**src/rtl/block_reorder.sv**
```systemverilog
// rtl/block_reorder.sv - ping-pong NxN coefficient reorder buffer (transpose / zigzag / raster)
module block_reorder #(
    parameter int QW    = 15,
    parameter int N     = 8,
    parameter int LANES = 2
) (
    input  logic                               clk,
    input  logic                               resetn,
    input  logic [N*QW-1:0]                    d,
    input  logic [$clog2(N)-1:0]               d_cnt,
    input  logic [1:0]                         d_mode,
    input  logic                               d_valid,
    output logic                               d_hold,
    output logic [LANES*QW-1:0]                q,
    output logic [$clog2(N*N/LANES)-1:0]       q_cnt,
    output logic [1:0]                         q_mode,
    output logic                               q_valid,
    input  logic                               q_hold
);
    localparam int LN    = $clog2(N);
    localparam int AW    = $clog2(N*N);
    localparam int BW    = $clog2(N*N/LANES);
    localparam int BEATS = N*N/LANES;

    // Zigzag scan built by walking anti-diagonals; entry k holds the raster index.
    function automatic logic [N*N*AW-1:0] zz_table();
        logic [N*N*AW-1:0] t;
        int k;
        int r;
        t = '0;
        k = 0;
        for (int s = 0; s < 2*N-1; s++) begin
            for (int i = 0; i < N; i++) begin
                r = (s % 2 == 0) ? ((s < N ? s : N-1) - i) : ((s < N ? 0 : s-N+1) + i);
                if (r >= 0 && r < N && s-r >= 0 && s-r < N) begin
                    t[k*AW +: AW] = AW'(r*N + s - r);
                    k++;
                end
            end
        end
        return t;
    endfunction

    localparam logic [N*N*AW-1:0] ZZ_TBL = zz_table();

    logic [QW-1:0]  mem [2][N*N];
    logic [1:0]     full;
    logic [1:0]     mode_r [2];
    logic           wr_bank;
    logic           rd_bank;
    logic [LN-1:0]  wr_row;
    logic [BW-1:0]  rd_beat;
    logic           wr_fire;
    logic           rd_fire;

    assign d_hold  = full[wr_bank];
    assign q_valid = full[rd_bank];
    assign q_mode  = mode_r[rd_bank];
    assign q_cnt   = rd_beat;
    assign wr_fire = d_valid && !d_hold;
    assign rd_fire = q_valid && !q_hold;

    always_ff @(posedge clk) begin
        if (!resetn) begin
            full      <= 2'b00;
            wr_bank   <= 1'b0;
            rd_bank   <= 1'b0;
            wr_row    <= '0;
            rd_beat   <= '0;
            mode_r[0] <= 2'd0;
            mode_r[1] <= 2'd0;
        end else begin
            if (wr_fire) begin
                if (wr_row == '0)
                    mode_r[wr_bank] <= d_mode;
                if (wr_row == LN'(N-1)) begin
                    full[wr_bank] <= 1'b1;
                    wr_bank       <= ~wr_bank;
                    wr_row        <= '0;
                end else begin
                    wr_row <= wr_row + 1'b1;
                end
            end
            // A write only targets an empty bank and a read only a full one, so they never collide.
            if (rd_fire) begin
                if (rd_beat == BW'(BEATS-1)) begin
                    full[rd_bank] <= 1'b0;
                    rd_bank       <= ~rd_bank;
                    rd_beat       <= '0;
                end else begin
                    rd_beat <= rd_beat + 1'b1;
                end
            end
        end
    end

    always_ff @(posedge clk) begin
        if (wr_fire) begin
            for (int c = 0; c < N; c++)
                mem[wr_bank][{wr_row, LN'(c)}] <= d[c*QW +: QW];
        end
    end

    always_comb begin
        logic [AW-1:0] k;
        logic [AW-1:0] addr;
        q    = '0;
        k    = '0;
        addr = '0;
        for (int l = 0; l < LANES; l++) begin
            k = AW'(int'(rd_beat) * LANES + l);
            case (q_mode)
                2'd0:    addr = {k[LN-1:0], k[AW-1:LN]};
                2'd1:    addr = (N == 8) ? ZZ_TBL[int'(k)*AW +: AW] : k;
                default: addr = k;
            endcase
            q[l*QW +: QW] = mem[rd_bank][addr];
        end
    end

    always @(posedge clk) begin
        if (resetn && wr_fire)
            assert (d_cnt == wr_row);
        if (resetn && q_valid)
            assert (q_mode != 2'd3 && (q_mode != 2'd1 || N == 8));
    end
endmodule

```
**config.mk**
```make
export PLATFORM = sky130hd
export DESIGN_NAME = block_reorder
export DESIGN_NICKNAME = d
export VERILOG_FILES = /design/src/rtl/block_reorder.sv
export SDC_FILE = /design/constraint.sdc
export NUM_CORES = 2
export LEC_CHECK = 0
export CAP_MARGIN = 20
export CORE_ASPECT_RATIO = 0.5
export CORE_UTILIZATION = 50
export CTS_CLUSTER_DIAMETER = 50
export DETAILED_ROUTE_END_ITERATION = 6
export PLACE_DENSITY = 0.66
export SETUP_SLACK_MARGIN = 0.3
export SLEW_MARGIN = 0
export SYNTH_ARGS = -nofsm -noshare
export SYNTH_HDL_FRONTEND = slang
export SYNTH_SLANG_ARGS = --single-unit
```
**constraint.sdc**
```tcl
create_clock -name clk -period 25.4 [get_ports clk]
set_clock_uncertainty 0.15 [all_clocks]
set_input_delay 5.08 -clock clk [delete_from_list [all_inputs] [get_ports clk]]
set_output_delay 5.08 -clock clk [all_outputs]
set_load 0.03 [all_outputs]
```
==> impl_metrics.tcl <==
set metrics [dict create \
    hold_path_class "reg2reg" \
    drive_gt1_share_pct 15.5 \
    grt_pass1_vias 70200 \
    routed_wl_mm 380 \
    hold_slack_ns 0.381 \
    core_um2 198000 \
    yosysTopAreaCell "edfxtp_1" \
    netlist_instances 7949 \
    io_buffer_count 164 \
    ys_seq_area_share_pct 58.0 \
    status "finished, violations left" \
    overflow 0 \
    violations "DRC" \
    syn-cell-area_um2 100000 \
    pwr_density_cell_nw_per_um2 67.6 \
    crit_arrival_ns 9.25 \
    grt_first_pass_wirelength_mm 525 \
    nets 7946 \
    synth_top_area_share_pct 57.7 \
    min_period_ns 14.48 \
    die_area_um2 202000 \
    drtPass1Iterations 7 \
    ys_types 97 \
    holdBufCountCts 0 \
    peakVddDrop_v 0.0000476 \
    area_delta_synth_final_pct 9.38 \
    worst_pin_slew_ns 1.29 \
    initial_utilization_pct 50.6 \
    hold_depth 2 \
    post-cts-setup-buffers 0 \
    antenna_found_initial 88 \
    crit_required_ns 20.17 \
    reg2reg_depth 9 \
    highest_layer "met5" \
    slew_headroom_pct 14.1 \
    async_flop_share_pct 0 \
    endpoint "q[20]" \
    multi_input_area_um2 38900 \
    cp_top_family "buffers and inverters" \
    synth.area.top_cells "edfxtp_1 (58%), mux4_2 (14%), nand2_1 (8.4%), a21o_1 (3.2%), nand3_1 (3.1%)" \
    dr_wl_met2_mm 156 \
    cp.depth 16 \
    cts.sinks 1937 \
    synthFlopType "edfxtp_1" \
    p_seq_share_pct 48.3 \
    cp-startpoint "q_cnt[1]" \
    worstSetupPathType "reg2out" \
    clk_latency_ns 0.84 \
    cts_resized 0 \
    p_leak_nw 38.2 \
    r2r_setup_slack_ns 19.93 \
    slowest_delay_ns 0.91 \
    p_sw_share_pct 28.0 \
    ys_warn_count 0 \
    fp.dieH_um 318 \
    maxCapViolCount 0 \
    dieWidth_um 635 \
    ctsHtreeMaxLevel 4 \
    synth-edff-count 1924 \
    cp-end-kind "output pin" \
    cts-buffers-inserted 187 \
    finalHoldViolCount 0 \
    r2r_start "wr_bank" \
    via_per_inst 7.06 \
    io_pins 168 \
    routed-wl-met3_mm 69.5 \
    synth_common_cells "nand2_1 (2239), edfxtp_1 (1924), nand3_1 (623), mux4_2 (619), a21o_1 (427)" \
    core.rowCount 115 \
    syn_area_per_cell_um2 12.6 \
    cts_tree "done" \
    fillCellCount 16000 \
    cts_root_buf "clkbuf_16" \
    synth_most_common_cell "nand2_1" \
    crit_slowest_cell "dfxtp_1" \
    slew_violations 0 \
    setup_viol 0 \
    synth_nets 8092 \
    finalCritPeriodShare_pct 57.0 \
    ctsLongestPathBuffers 4 \
    rsz0062_at_grt "no" \
    power.internal_mw 5.33 \
    crit_buf_inv 8 \
    switchingPower_mw 2.08 \
    crit_fanout 65 \
    r2r-end "mem[1][392]" \
    cpMostUsedCell "buf_4" \
    place.gp.congestion 0.952 \
    p_comb_share_pct 15.6 \
    crit_chain "inv_1 > ha_1 > inv_1 > a221o_1 > a31o_4 > buf_4 > buf_4 > buf_4 > buf_4 > mux4_2 > mux2i_1 > o21ai_0 > nor4_1 > nor4_2 > buf_4 > clkdlybuf4s50_1" \
    grt_start_max_net_pins 155 \
    max_freq_mhz 69.1 \
    antenna_left 0 \
    ys_seq_elements 1937 \
    drcViolationCount 3 \
    grtUsageTotal_pct 36.9 \
    num_vias 75100 \
    clkPwrFrac_pct 36.1 \
    register_area_um2 58000 \
    tns_ns 0 \
    cts.clk_slew.worst_paths_ns 0.06 \
    met1_length_mm 131 \
    dp_hpwl_mm 234 \
    start_kind "register" \
    wl_per_cell_um 35.7 \
    drt_iter0_drc 13400 \
]
==> sequential cells by signal, summed over array words and instances, names as in the netlist, named ones only <==
signal and count:
wr_row 3, mem 1920, q_cnt 5, full 2, rd_bank 1, wr_bank 1, mode_r 4
==> worst min path at each step <==
stage | start | end | slack (ns)
floorplan | full[1] | full[1] | 0.32
global placement | full[1] | full[1] | 0.35
detailed placement | full[1] | full[1] | 0.37
finish | full[1] | full[1] | 0.38
global route | full[1] | full[1] | 0.43
CTS | full[1] | full[1] | 0.39
==> cell type report <==
cell class / instances / share of cell area [%]
sequential: 1937 / 53.0
multi-input combinational: 5264 / 35.5
clock buffer: 234 / 4.51
timing repair buffer: 397 / 3.22
tap: 2632 / 3.01
clock inverter: 89 / 0.521
antenna: 66 / 0.151
inverter: 16 / 0.0571
==> per-stage QoR <==
stage | total power [mW] | setup WS, ns | area (µm²) | utilization [%] | instances
finish | 7.41 | 10.92 | 110000 | 55.4 | 10600
global route | 7.53 | 10.82 | 109000 | 55.3 | 10600
CTS | 7.34 | 11.26 | 109000 | 55.3 | 10600
detailed placement | 4.75 | 12.13 | 104000 | 52.5 | 10200
global placement | 4.73 | 12.18 | 104000 | 52.5 | 10200
floorplan | 4.28 | 7.66 | 100000 | - | 7949
==> worst reg2reg max path, stage by stage (launching register included) <==
cell and delay (ns):
dfxtp_1 0.31, buf_4 0.34, mux2i_1 0.36, and2_1 0.23, nand2_1 0.40, nor3_2 0.23
buf_4 0.64, and2_4 0.61, buf_4 0.85, buf_4 0.89
==> power groups by stage <==
stage	clock [mW]	sequential, mW	combinational [mW]
after floorplan	0	3.65	0.632
after global placement	0	3.65	1.09
after detailed placement	0	3.65	1.10
after CTS	2.66	3.58	1.10
after global routing	2.78	3.58	1.17
final	2.67	3.58	1.16
==> layout by cell type (no fill, tap or decap), types with 147 or more instances in the layout <==
master and instances:
nand2_1 2234, edfxtp_1 1924, mux2i_1 208, nand3_1 616
mux4_2 619, buf_4 223, a21o_1 426, clkdlybuf4s50_1 164
a21oi_1 147, clkbuf_16 191
==> logic make-up (layout without fill, tap and decap cells) <==
family	Yosys count	count (layout)	synth area share [%]
flops	1937	1937	58.0
mux	842	842	16.2
xor+xnor	1	1	0.00875
fa+ha+maj	14	14	0.175
simple gates	3258	3258	13.7
buf+inv	748	736	3.74
compound gates	1149	1149	8.21
other cells	0	66	0
==> metal layers <==
metal  track usage [%]  vias up
met2              50.7     6565
met4              19.8       84
li1                  -    30000
met3              15.9     1246
met5                 0        -
met1              49.3    37200
No activity file was read; power rests on OpenSTA's default activity.
